--- src/rtl/sram_port_arbiter.sv ---
// Two-requester arbiter for one single-port SRAM shared by instruction fetch
// (read-only) and the MEM stage (load/store). MEM has fixed priority over IF.
// Each access holds the SRAM signals for RAM_LAT cycles, then returns data with
// a one-cycle ready pulse in a RESP bubble cycle before the next grant.
module sram_port_arbiter #(
  parameter int RAM_LAT = 2,
  parameter int ADDR_W  = 32,
  parameter int DATA_W  = 32
) (
  input  logic                  clk,
  input  logic                  rst,
  input  logic                  if_req_i,
  input  logic [ADDR_W-1:0]     if_addr_i,
  output logic [DATA_W-1:0]     if_rdata_o,
  output logic                  if_ready_o,
  input  logic                  mem_req_i,
  input  logic                  mem_we_i,
  input  logic [ADDR_W-1:0]     mem_addr_i,
  input  logic [DATA_W-1:0]     mem_wdata_i,
  input  logic [DATA_W/8-1:0]   mem_sel_i,
  output logic [DATA_W-1:0]     mem_rdata_o,
  output logic                  mem_ready_o,
  input  logic                  flush_i,
  output logic                  sram_ce_o,
  output logic                  sram_we_o,
  output logic [ADDR_W-1:0]     sram_addr_o,
  output logic [DATA_W-1:0]     sram_wdata_o,
  output logic [DATA_W/8-1:0]   sram_sel_o,
  input  logic [DATA_W-1:0]     sram_rdata_i,
  output logic                  stallreq_o
);

  localparam int SEL_W = DATA_W / 8;
  // Counter value seen in the final access cycle (RAM_LAT is 1..15).
  localparam logic [3:0] LAST_CNT = 4'(RAM_LAT - 1);

  typedef enum logic [1:0] {IDLE, ACCESS, RESP} state_t;
  typedef enum logic [1:0] {OWN_NONE, OWN_IF, OWN_MEM} owner_t;

  state_t              state_reg;
  state_t              state_next;
  owner_t              owner_reg;
  logic [3:0]          cnt_reg;
  logic                kill_reg;
  logic                grant_mem;
  logic                grant_if;
  logic                last_cnt;

  logic                sram_ce_reg;
  logic                sram_we_reg;
  logic [ADDR_W-1:0]   sram_addr_reg;
  logic [DATA_W-1:0]   sram_wdata_reg;
  logic [SEL_W-1:0]    sram_sel_reg;
  logic [DATA_W-1:0]   if_rdata_reg;
  logic [DATA_W-1:0]   mem_rdata_reg;
  logic                if_ready_reg;
  logic                mem_ready_reg;

  assign last_cnt = (cnt_reg == LAST_CNT);

  // State register.
  always_ff @(posedge clk or negedge rst) begin
    if (!rst) begin
      state_reg <= IDLE;
    end else begin
      state_reg <= state_next;
    end
  end

  // Next-state logic and fixed-priority grant (MEM first, grants only in IDLE).
  always_comb begin
    state_next = state_reg;
    grant_mem  = 1'b0;
    grant_if   = 1'b0;
    case (state_reg)
      IDLE: begin
        if (mem_req_i) begin
          grant_mem  = 1'b1;
          state_next = ACCESS;
        end else if (if_req_i) begin
          grant_if   = 1'b1;
          state_next = ACCESS;
        end
      end
      ACCESS: begin
        if (last_cnt) state_next = RESP;
      end
      RESP: begin
        state_next = IDLE;
      end
      default: state_next = IDLE;
    endcase
  end

  // Datapath: latch the granted request, time the access, capture read data
  // and raise the owner's ready pulse for the RESP cycle.
  always_ff @(posedge clk or negedge rst) begin
    if (!rst) begin
      owner_reg      <= OWN_NONE;
      cnt_reg        <= 4'd0;
      kill_reg       <= 1'b0;
      sram_ce_reg    <= 1'b0;
      sram_we_reg    <= 1'b0;
      sram_addr_reg  <= '0;
      sram_wdata_reg <= '0;
      sram_sel_reg   <= '0;
      if_rdata_reg   <= '0;
      mem_rdata_reg  <= '0;
      if_ready_reg   <= 1'b0;
      mem_ready_reg  <= 1'b0;
    end else begin
      if_ready_reg  <= 1'b0;
      mem_ready_reg <= 1'b0;
      case (state_reg)
        IDLE: begin
          kill_reg <= 1'b0;
          cnt_reg  <= 4'd0;
          if (grant_mem) begin
            owner_reg      <= OWN_MEM;
            sram_ce_reg    <= 1'b1;
            sram_we_reg    <= mem_we_i;
            sram_addr_reg  <= mem_addr_i;
            sram_wdata_reg <= mem_wdata_i;
            sram_sel_reg   <= mem_sel_i;
          end else if (grant_if) begin
            // Fetches are always full-word reads.
            owner_reg      <= OWN_IF;
            sram_ce_reg    <= 1'b1;
            sram_we_reg    <= 1'b0;
            sram_addr_reg  <= if_addr_i;
            sram_wdata_reg <= '0;
            sram_sel_reg   <= '1;
          end
        end
        ACCESS: begin
          cnt_reg <= cnt_reg + 4'd1;
          if (owner_reg == OWN_IF && flush_i) kill_reg <= 1'b1;
          if (last_cnt) begin
            sram_ce_reg <= 1'b0;
            sram_we_reg <= 1'b0;
            if (owner_reg == OWN_MEM) begin
              mem_rdata_reg <= sram_we_reg ? '0 : sram_rdata_i;
              mem_ready_reg <= 1'b1;
            end else if (owner_reg == OWN_IF) begin
              if_rdata_reg  <= sram_rdata_i;
              // A flush in this final cycle must also suppress the pulse.
              if_ready_reg  <= ~(kill_reg | flush_i);
            end
          end
        end
        RESP: begin
          owner_reg <= OWN_NONE;
          kill_reg  <= 1'b0;
        end
        default: begin
          owner_reg <= OWN_NONE;
        end
      endcase
    end
  end

  assign sram_ce_o    = sram_ce_reg;
  assign sram_we_o    = sram_we_reg;
  assign sram_addr_o  = sram_addr_reg;
  assign sram_wdata_o = sram_wdata_reg;
  assign sram_sel_o   = sram_sel_reg;
  assign if_rdata_o   = if_rdata_reg;
  assign mem_rdata_o  = mem_rdata_reg;
  assign if_ready_o   = if_ready_reg;
  assign mem_ready_o  = mem_ready_reg;

  assign stallreq_o = (mem_req_i & ~mem_ready_reg) | (if_req_i & ~if_ready_reg);

endmodule

--- config.mk ---
export PLATFORM = sky130hd
export DESIGN_NAME = sram_port_arbiter
export DESIGN_NICKNAME = d
export VERILOG_FILES = /design/src/rtl/sram_port_arbiter.sv
export SDC_FILE = /design/constraint.sdc
export NUM_CORES = 1
export LEC_CHECK = 0
export CORE_ASPECT_RATIO = 1.4
export CORE_UTILIZATION = 40
export DETAILED_ROUTE_END_ITERATION = 10
export DONT_BUFFER_PORTS = 1
export HOLD_SLACK_MARGIN = 0.15
export MAX_ROUTING_LAYER = met4
export PLACE_DENSITY_LB_ADDON = 0.15
export SLEW_MARGIN = 0
export SYNTH_ARGS = -nofsm -noshare
export SYNTH_HDL_FRONTEND = slang
export SYNTH_SLANG_ARGS = --single-unit
--- constraint.sdc ---
create_clock -name clk -period 2.15 [get_ports clk]
set_clock_uncertainty 0.1 [all_clocks]
set_input_delay 0.215 -clock clk [delete_from_list [all_inputs] [get_ports clk]]
set_output_delay 0.215 -clock clk [all_outputs]
set_load 0.03 [all_outputs]
==> results of run 1 <==
cell usage after synthesis (all sizes together):
master / n
a21o: 1
a21oi: 28
a22o: 32
a22oi: 7
a2bb2oi: 7
a32o: 1
and2b: 1
buf: 22
clkbuf: 13
clkinv: 2
dfrtp: 145
ha: 2
inv: 4
mux2: 64
mux2i: 1
nand2: 12
nand2b: 2
nand3: 2
nand4b: 2
nor2: 5
nor2b: 33
nor3: 2
nor3b: 2
nor4bb: 1
o21ai: 12
o22a: 4
o22ai: 51
o311ai: 1
or2: 1
or3b: 2
through the flow:
step	hold WS, ns	setup slack (ns)	cell area, um2
3_3_place_gp	-0.177	0.354	6370
2_1_floorplan	-0.181	0.397	6210
3_5_place_dp	-0.177	0.295	6370
cells by family after synthesis:
group           count (synthesis)
compound gates                144
simple gates                   65
buf+inv                        41
fa+ha+maj                       2
flops                         145
mux                            65
==> flow_metrics.tcl, run 1 <==
set metrics [dict create \
    synth_top_area_share 0.584 \
    io_buffers 0 \
    synth_fp_nets 602 \
    synth_area_leaders "dfrtp_1 (58%), mux2_4 (14%), o22ai_1 (5.1%)" \
    clockBufferDepth 2 \
    yosys_warnings 0 \
    syn-cell-area_um2 6210 \
    placed_cells 629 \
    placementRows 53 \
    lastStage "4_1_cts" \
    synth_compound_area_frac 0.157 \
    cts_buffers 17 \
    start_util 0.411 \
    place_congestion 0.802 \
    place_hpwl_um 9890 \
    synthSimpleGateAreaFrac 0.0677 \
    syn_avg_cell_area_um2 13.4 \
    muxShareOfSynthArea 0.153 \
    netlist_instances 462 \
    cts-root-buf "clkbuf_16" \
    die_h_um 149 \
    ys_ff_latch 145 \
    cts_setup_buffers 0 \
    ios 275 \
    synth_fa_ha_area_frac 0.00403 \
    cts_resized 0 \
    synth_xor_area_frac 0 \
    die_w_um 107 \
    outcome "aborted with a tool error" \
    yosys.area.top_type "dfrtp_1" \
    toolErrorMsg "[ERROR RSZ-0060] Max buffer count reached." \
    ys_seq_area_frac 0.584 \
    synth_top_family_by_area "compound AO/OA/AOI/OAI gates" \
    h-tree-depth 4 \
    synth_cell_type_count 36 \
    clock_sinks 145 \
    postCtsHoldBufs 133 \
]
==> inputs of run 2 (changes only) <==
--- a/config.mk
+++ b/config.mk
@@ -5,12 +5,9 @@
 export SDC_FILE = /design/constraint.sdc
 export NUM_CORES = 1
 export LEC_CHECK = 0
-export CORE_ASPECT_RATIO = 1.4
-export CORE_UTILIZATION = 40
+export CORE_UTILIZATION = 25
 export DETAILED_ROUTE_END_ITERATION = 10
 export DONT_BUFFER_PORTS = 1
-export HOLD_SLACK_MARGIN = 0.15
-export MAX_ROUTING_LAYER = met4
 export PLACE_DENSITY_LB_ADDON = 0.15
 export SLEW_MARGIN = 0
 export SYNTH_ARGS = -nofsm -noshare
==> run 2 against run 1 <==
Effect of this change: the flow now finishes, with violations (hold timing); area after synthesis unchanged; synthesized cell count unchanged.
==> flow_metrics.tcl, run 2 <==
set metrics [dict create \
    outcome "complete, but fails checks" \
    violations "hold timing" \
    placementRows 57 \
    slew_violations 0 \
    die_area_um2 25500 \
    power.share.clock 0.219 \
    core_area_um2 24300 \
    num-nets-final 731 \
    syn_avg_cell_area_um2 13.4 \
    cts_setup_buffers 0 \
    mostFrequentLayoutCells "dfrtp_1 (145), dlygate4sd3_1 (133), mux2_4 (58), o22ai_1 (51), nor2b_1 (33)" \
    layoutNonFillerInstCount 929 \
    clkTransAtPathRegs_ns 0.06 \
    worst_slew_pin_slew_ns 0.856 \
    h-tree-depth 4 \
    drive_above_1_share 0.187 \
    fmax_ghz 0.529 \
    ios 275 \
    place_hpwl_um 10300 \
    start_util 0.255 \
    internal-power_mw 7.99 \
    postCtsHoldBufs 134 \
    cts_buffers 17 \
    finalHoldViolations 145 \
    critPathKind "flop to flop" \
    r2r_end "sram_addr_o[17]" \
    rsz0062_at_grt "no" \
    die_h_um 160 \
    synth_cell_type_count 36 \
    worstHoldPathType "input pin to async pin" \
    worstPathRequired_ns 2.36 \
    cp_max_fo 25 \
    synth_area_leaders "dfrtp_1 (58%), mux2_4 (14%), o22ai_1 (5.1%)" \
    fin_tns_setup_ns 0 \
    antenna_found_initial 1 \
    p_leak_nw 3.78 \
    drt_wl_total_um 16600 \
    critPathLaunchType "flop" \
    grt_pass1_wl_um 26500 \
    wire_per_inst_um 17.9 \
    cts_resized 0 \
    drt-pass1-iter-count 5 \
    min_period_ns 1.89 \
    clock_sinks 145 \
    ant_nets 0 \
    place_congestion 0.709 \
    crit_chain "or3b_1, o22ai_1, a21oi_1" \
    final_core_util 0.350 \
    cp-end-kind "flop" \
    max_slew_margin 0.429 \
    synth-edff-count 0 \
    grt_pass1_vias 4768 \
    io_buffers 0 \
    placed_cells 762 \
    power_density_nw_per_um2 1680 \
    drt_iter0_markers 267 \
    fin_hold_ws_ns -0.607 \
    yosys_warnings 0 \
    synth_fp_nets 602 \
    swShare 0.441 \
    synthArstFlopShare 1.00 \
    synth.most_common_cell "dfrtp_1" \
    seqPwrFrac 0.535 \
    r2r_start "state_reg[1]" \
    synth_commonest_cells "dfrtp_1 (145), mux2_4 (58), o22ai_1 (51)" \
    yosys.area.top_type "dfrtp_1" \
    cts-root-buf "clkbuf_16" \
    ys.flop_type "dfrtp_1" \
    grt_use_total 0.132 \
    grt_overflow 0 \
    maxCapViolCount 0 \
    drc 0 \
    synth_top_area_share 0.584 \
    viasPerCell 4.88 \
    ir_drop_mv 0.637 \
    grt_start_max_net_pins 146 \
    fin_crit_sh 0.879 \
    combPwrFrac 0.246 \
    die_w_um 160 \
    ys_ff_latch 145 \
    setup_violations 0 \
    ys_seq_area_frac 0.584 \
    syn-cell-area_um2 6210 \
    reg2reg_depth 3 \
    area_growth_pct 37.0 \
    insertion_delay_ns 0.41 \
    arrival_ns 2.10 \
    crit_path_top_delay_cell "or3b_1" \
    netlist_instances 462 \
    final_common_cell "dfrtp_1" \
    cp_slowest_stage_delay_ns 0.72 \
    reg2reg_slack_ns 0.26 \
    dr_total_vias 4537 \
    cts_tree "done" \
    clockBufferDepth 2 \
    p_switching_mw 6.31 \
]
==> run 2: layout make-up <==
cell class,instances,area (um2)
multi-input cells,276,2380
flip-flops and latches,145,3630
well taps,324,405
clock buffers,19,433
inverters,6,22.5
repair buffers,145,1460
clock inverters,13,185
diodes,1,2.50
fillers,2392,15800
==> run 2: power by group through the flow <==
stage | clock [mW] | sequential [mW] | combinational (mW)
4_1_cts | 3.25 | 7.65 | 3.54
6_report | 3.14 | 7.65 | 3.52
3_5_place_dp | 0 | 7.67 | 3.33
5_1_grt | 3.36 | 7.80 | 3.86
2_1_floorplan | 0 | 7.25 | 2.85
3_3_place_gp | 0 | 7.70 | 3.21
==> run 2: worst max-delay path by stage <==
stage            startpoint              end  slack (ns)  cells past startpoint
3_3_place_gp     cnt_reg[1]  mem_rdata_o[26]        0.33                      6
6_report       state_reg[1]  sram_addr_o[17]        0.26                      3
2_1_floorplan    cnt_reg[1]  mem_rdata_o[10]        0.40                      6
4_1_cts          cnt_reg[1]    if_rdata_o[9]        0.28                      6
3_5_place_dp     cnt_reg[1]   if_rdata_o[30]        0.29                      6
5_1_grt        state_reg[0]   sram_addr_o[7]        0.15                      3
==> run 2: routing by layer <==
| metal | global-route usage | share of wire |
|---|---|---|
| met1 | 0.166 | 0.42 |
| met2 | 0.209 | 0.47 |
| met3 | 0.0468 | 0.082 |
| met4 | 0.0503 | 0.023 |
| met5 | 0 | 0 |
==> run 2: worst max-delay path: cells and delay by family (launching register included) <==
family           cells  cell delay, ns
AO/OA/AOI/OAI        2            0.45
flip-flops           1            0.50
AND/OR/NAND/NOR      1            0.72
==> run 2: kinds of logic (layout without fill, tap and decap cells) <==
logic type,after synthesis,count (layout),synth area share
DFF,145,145,0.584
AOI/OAI and AO/OA,144,144,0.157
muxes,65,65,0.153
and+or+nand+nor,65,65,0.0677
buffers and inverters,41,183,0.0348
adders and majority gates,2,2,0.00403
other,0,1,0
==> run 2: metrics by stage <==
stage	power, mW	setup slack (ns)	area (um2)	hold WS, ns
floorplan	10.1	0.397	6210	-0.181
global placement	10.9	0.335	6540	-0.178
CTS	14.4	0.278	8510	-0.636
global route	15.0	0.151	8510	-0.639
detailed placement	11.0	0.285	6540	-0.178
finish	14.3	0.259	8510	-0.607
(Power assumes the default switching activity.)
==> edit 1 (settings of run 2) <==
`DATA_W`: 32 -> 16.
--- a/src/rtl/sram_port_arbiter.sv
+++ b/src/rtl/sram_port_arbiter.sv
@@ -5,7 +5,7 @@
 module sram_port_arbiter #(
   parameter int RAM_LAT = 2,
   parameter int ADDR_W  = 32,
-  parameter int DATA_W  = 32
+  parameter int DATA_W  = 16
 ) (
   input  logic                  clk,
   input  logic                  rst,
Interface: changed (7 resized); port bits go from 275 to 191. The function was not compared with the original's and may differ.
==> edit 1 against run 2 <==
  * The run still ends with hold timing left
  * Routed wire length down 30%
  * Hold slack better by 74 ps
  * Area after synthesis down 33%
  * Sequential cell count down 50
  * Setup slack worse by 44 ps
  * Non-clock buffer count down 40
  * Final area down 34%
  * Total power down 36%
==> edit 1: results (changes against run 2) <==
[routing]
vias_per_cell = 4.92  ; +0.77%
dr.pass1.iters = 4  ; -1
route.vias.total = 3189  ; -30%
wl_met1_um = 4920  ; -30%
met3RoutedLength_um = 882  ; -35%
routed_wirelength_um = 11600  ; -30%
routed-wl-met2_um = 5530  ; -30%
drt-initial-drc-count = 123  ; -54%

[sta]
max_slew.worst_pin.slew_ps = 771  ; -85.4 ps
final.hold.worst_slack_ps = -533  ; +74.3 ps
hold_violations = 95  ; -34%

[synthesis]
yosys_warnings = 0  ; unchanged
ys_types = 37  ; +2.8%
top_cells_by_area_synth = sky130_fd_sc_hd__dfrtp_1 (57%), sky130_fd_sc_hd__o22ai_1 (7.7%), sky130_fd_sc_hd__mux2_4 (6.5%), sky130_fd_sc_hd__mux2_2 (3.8%), sky130_fd_sc_hd__a21oi_1 (3.4%)
seq_area_frac_synth_pct = 57.5  ; -0.94 points
postSynthNetCount = 442  ; -27%
postSynthCellCount = 336  ; -27%
synth_commonest_cells = sky130_fd_sc_hd__dfrtp_1 (95), sky130_fd_sc_hd__o22ai_1 (51), sky130_fd_sc_hd__a21oi_1 (28)

[setup_path]
critical-path-slowest-cell = sky130_fd_sc_hd__dlygate4sd3_1
arrival_ps = 2060  ; -40 ps
worst-path-max-fanout = 15  ; -40%
critical_path.max_stage_delay_ps = 560  ; -160 ps

[cts]
clock_insertion_delay_worst_skew_ps = 340  ; -70 ps
cts-root-to-sink-buffers = 2  ; unchanged
maximum_level_of_the_cts_h_tree = 3  ; -1
clk_transition_reported_paths_ps = 70
cts_inserted_buffers = 9  ; -8
hold_buffers = 94  ; -30%

[power]
worst_ir_drop_vdd_mv = 0.538  ; -16%
leakage_nw = 2.39  ; -37%

[finish]
final_net_count = 533  ; -27%
layout-drive-gt1-share_pct = 15.0  ; -3.7 points
largest_register_ff_count = 32
antennaDiodeCount = 0  ; -1

[place]
place.gp.congestion = 0.675  ; -4.7%
port_buffers = 0  ; unchanged
dpl_cell_area_mm2 = 0.00437  ; -33%
place_worst_setup_slack_ps = 320  ; +34.3 ps
dp.cells = 538  ; -29%
detailedPlacementHpwl_um = 7030  ; -32%

[global_route]
met2_usage_pct = 22.2  ; +1.3 points
grt_first_pass_wirelength_um = 17100  ; -36%
antenna_found_initial = 0  ; -1
met3_usage_pct = 4.07  ; -0.60 points
grt.met1_usage_pct = 15.6  ; -1.0 points
grt_start_max_net_pins = 96  ; -34%
grtUsageTotal_pct = 13.5  ; +0.28 points

[status]
result_of_the_run = finished with violations
failed_checks = hold timing

==> edit 1: worst paths after layout <==
check | start | slack (ps) | end | depth (start not counted)
max in group asynchronous | rst | 2280 | if_rdata_o[13] | 0
setup reg to reg | state_reg[0] | 220 | sram_addr_o[21] | 5
hold reg to reg | kill_reg | 340 | if_ready_o | 1
hold / removal | rst | -530 | sram_addr_o[24] | 0
setup / recovery | state_reg[0] | 220 | sram_addr_o[21] | 5
min in group clk | if_req_i | 20 | sram_addr_o[5] | 2
==> edit 1: timing repair <==
action / CTS / global route
endpoints found under the hold margin: 165 / 95
setup buffers: 0 / 0
resized for setup: 0 / 1
endpoints found under the setup margin: 0 / 1
==> edit 1: power by group <==
group          total (W)  switching [W]  internal (W)
registers        0.00497        0.00235       0.00262
clock network    0.00173       0.000705       0.00103
logic            0.00244        0.00110       0.00133
==> edit 1: kinds of logic after synthesis <==
kind of cell             Yosys count  synth area share, %
adder cells (fa/ha/maj)            2                0.605
multiplexers                      33                 10.6
flip-flops                        95                 57.5
AO/OA/AOI/OAI                    126                 19.8
buffers and inverters             31                 3.54
AND/OR/NAND/NOR                   49                 7.98
==> edit 1: cell type report <==
type                            instances  area, um^2
Tap cell                              216         270
Fill cell                            1619       10400
Inverter                                6        22.5
Timing Repair Buffer                  105        1020
Clock inverter                          6        92.6
Sequential cell                        95        2380
Multi-Input combinational cell        210        1620
Clock buffer                           10         229
==> edit 1: worst max-delay path, delay by kind of cell, from the launching register on <==
family / cells / cell delay [ps]
AO/OA/AOI/OAI: 2 / 280
AND/OR/NAND/NOR: 1 / 330
buffers and inverters: 2 / 730
flip-flops: 1 / 370
==> edit 2 (flow settings as in run 2) <==
Made on the original files. The 3 values of `owner_t` get a one-hot encoding in 3 bits.
--- a/src/rtl/sram_port_arbiter.sv
+++ b/src/rtl/sram_port_arbiter.sv
@@ -35,7 +35,7 @@
   localparam logic [3:0] LAST_CNT = 4'(RAM_LAT - 1);
 
   typedef enum logic [1:0] {IDLE, ACCESS, RESP} state_t;
-  typedef enum logic [1:0] {OWN_NONE, OWN_IF, OWN_MEM} owner_t;
+  typedef enum logic [2:0] {OWN_NONE = 3'b001, OWN_IF = 3'b010, OWN_MEM = 3'b100} owner_t;
 
   state_t              state_reg;
   state_t              state_next;
Function: no difference found for any inputs over 4 cycles, from zero or initial values and one cycle with rst low; so few cycles prove little.
==> edit 2 against run 2 <==
  * The flow still finishes with violations (hold timing)
  * Final area is essentially flat
  * Utilization grew 0.098 points
  * Sequential share of layout area grew 0.32 points
  * Count of clock-buffer cells in the layout shrank 1
  * Via count shrank 9.8%
  * Global-route usage shrank 0.20 points
  * Hold slack gained 4.1 ps
  * Critical endpoint is now stallreq_o
  * Total power shrank 3.3%
  * Area after synthesis shrank 1.0%
  * Clock power shrank 3%
  * Sequential cell count grew 1
  * Setup slack gained 2.3 ps
  * Routed wire length shrank 3.3%
==> edit 2: results (changes against run 2) <==
[status]
result_of_the_run = finished with violations
failed_checks = hold timing

[place]
port_buffers = 0  ; unchanged
place.gp.congestion = 0.714  ; +0.75%
detailedPlacementHpwl_um = 9980  ; -2.9%

[synthesis]
yosys_warnings = 0  ; unchanged
synth_commonest_cells = sky130_fd_sc_hd__dfrtp_1 (145), sky130_fd_sc_hd__inv_1 (36), sky130_fd_sc_hd__nor2b_1 (34)
top_cells_by_area_synth = sky130_fd_sc_hd__dfrtp_1 (59%), sky130_fd_sc_hd__mux2_4 (7.3%), sky130_fd_sc_hd__mux2_2 (5.9%), sky130_fd_sc_hd__mux2i_1 (5.2%), sky130_fd_sc_hd__a22o_1 (4.6%)
ys_types = 40  ; +11%
postSynthNetCount = 593  ; -1.5%
synth_enable_flop_cells = 0  ; unchanged
synth_top_flop_cell = sky130_fd_sc_hd__dfrtp_1
seq_area_frac_synth_pct = 59.4  ; +1.0 points
synthArstFlopShare_pct = 100  ; unchanged

[cts]
clock_insertion_delay_worst_skew_ps = 420
cts_resized = 0  ; unchanged
post-cts-setup-buffers = 0  ; unchanged
cts_inserted_buffers = 17  ; unchanged
cts-root-to-sink-buffers = 2  ; unchanged
cts-root-buf = sky130_fd_sc_hd__clkbuf_16
clk_transition_reported_paths_ps = 60  ; about the same
hold_buffers = 136  ; +1.5%

[global_route]
grt_pass1_vias = 4504  ; -5.5%
grt_first_pass_wirelength_um = 25600  ; -3.3%
grt_start_max_net_pins = 147  ; +0.68%
antenna_found_initial = 0  ; -1
grtUsageTotal_pct = 13.0  ; -0.20 points

[finish]
antennaDiodeCount = 0  ; -1
fill_cells = 2344  ; -2.0%
final_net_count = 731  ; unchanged
layout-drive-gt1-share_pct = 18.7  ; +0.031 points

[sta]
hold_violations = 146  ; +0.69%
final.hold.worst_slack_ps = -603  ; +4.07 ps
slew-limit-headroom_pct = 68.5  ; +26 points

[routing]
route.detailed.wl_per_inst_um = 17.3  ; -3.1%
maxUsedRoutingLayer = met4
routed-wl-met2_um = 7660  ; -2.8%
dr.pass1.iters = 4  ; -1
drt-initial-drc-count = 192  ; -28%
vias_per_cell = 4.42  ; -9.6%
wl_met1_um = 6700  ; -4.0%
met3RoutedLength_um = 1440  ; +6.5%

[power]
worst_ir_drop_vdd_mv = 0.597  ; -6.2%
leakage_nw = 3.83  ; +1.4%

[setup_path]
worst-path-max-fanout = 33  ; +32%
r2r_slack_ps = 270
arrival_ps = 1570  ; -530 ps
timing.reg2reg.worst_path_depth = 6  ; +3

## edit 2: cell types whose count changed after synthesis, moves of 8 or more
cell | before | now
sky130_fd_sc_hd__mux2_2 | 6 | 32
sky130_fd_sc_hd__buf_2 | 14 | 6
sky130_fd_sc_hd__o22ai_1 | 51 | 32
sky130_fd_sc_hd__inv_1 | 4 | 36
sky130_fd_sc_hd__a21oi_1 | 28 | 2
sky130_fd_sc_hd__mux2i_1 | 1 | 32
sky130_fd_sc_hd__mux2_4 | 58 | 30
## edit 2: final cells by class
type | count | area (um^2) | share of cell area, %
Tap cell | 324 | 405 | 4.76
Timing Repair Buffer | 147 | 1510 | 17.7
Multi-Input combinational cell | 242 | 2210 | 25.9
Sequential cell | 146 | 3650 | 42.9
Inverter | 37 | 139 | 1.63
Clock buffer | 18 | 439 | 5.16
Clock inverter | 13 | 161 | 1.90
## edit 2: worst paths after layout
kind,endpoint,from
setup reg to reg,if_rdata_o[4],cnt_reg[1]
hold reg to reg,if_ready_o,kill_reg
setup / recovery,stallreq_o,mem_req_i
max in group asynchronous,owner_reg[0],rst
min in group clk,sram_addr_o[29],if_req_i
hold / removal,sram_sel_o[2],rst
## edit 2: metal layers
layer  track usage (%)  vias up
li1                  -     1863
met5                 0        -
met1              15.7     1998
met3              4.94       16
met4              4.63        0
met2              21.2      217
## edit 2: worst max-delay path, cell delays in order
cell	delay, ps
sky130_fd_sc_hd__dlygate4sd3_1	570
sky130_fd_sc_hd__clkinv_1	130
sky130_fd_sc_hd__buf_4	260
sky130_fd_sc_hd__o22ai_1	200
sky130_fd_sc_hd__buf_4	190
## edit 2: power breakdown
part | switching [W] | leakage [nW] | internal, W
Combinational | 0.00137 | 1.78 | 0.00185
Sequential | 0.00352 | 1.76 | 0.00404
Clock | 0.00120 | 0.296 | 0.00185
## edit 2: through the flow
step                      setup WS [ps]  std cells  cell area, um^2  hold WS, ps
after global placement              324        760             6550         -177
final                               262        927             8510         -603
after floorplan                     400        453             6150         -181
after global routing                173        927             8510         -635
after detailed placement            290        760             6550         -178
after CTS                           228        927             8510         -628
## edit 2: cells by family (layout without fill, tap and decap cells)
logic type      count (synthesis)  count (layout)  share of synthesized area [%]
compound gates                 82              82                           9.87
buf+inv                        65             215                           5.01
flops                         146             146                           59.4
simple gates                   62              62                           6.51
fa+ha+maj                       2               2                          0.407
mux                            96              96                           18.8
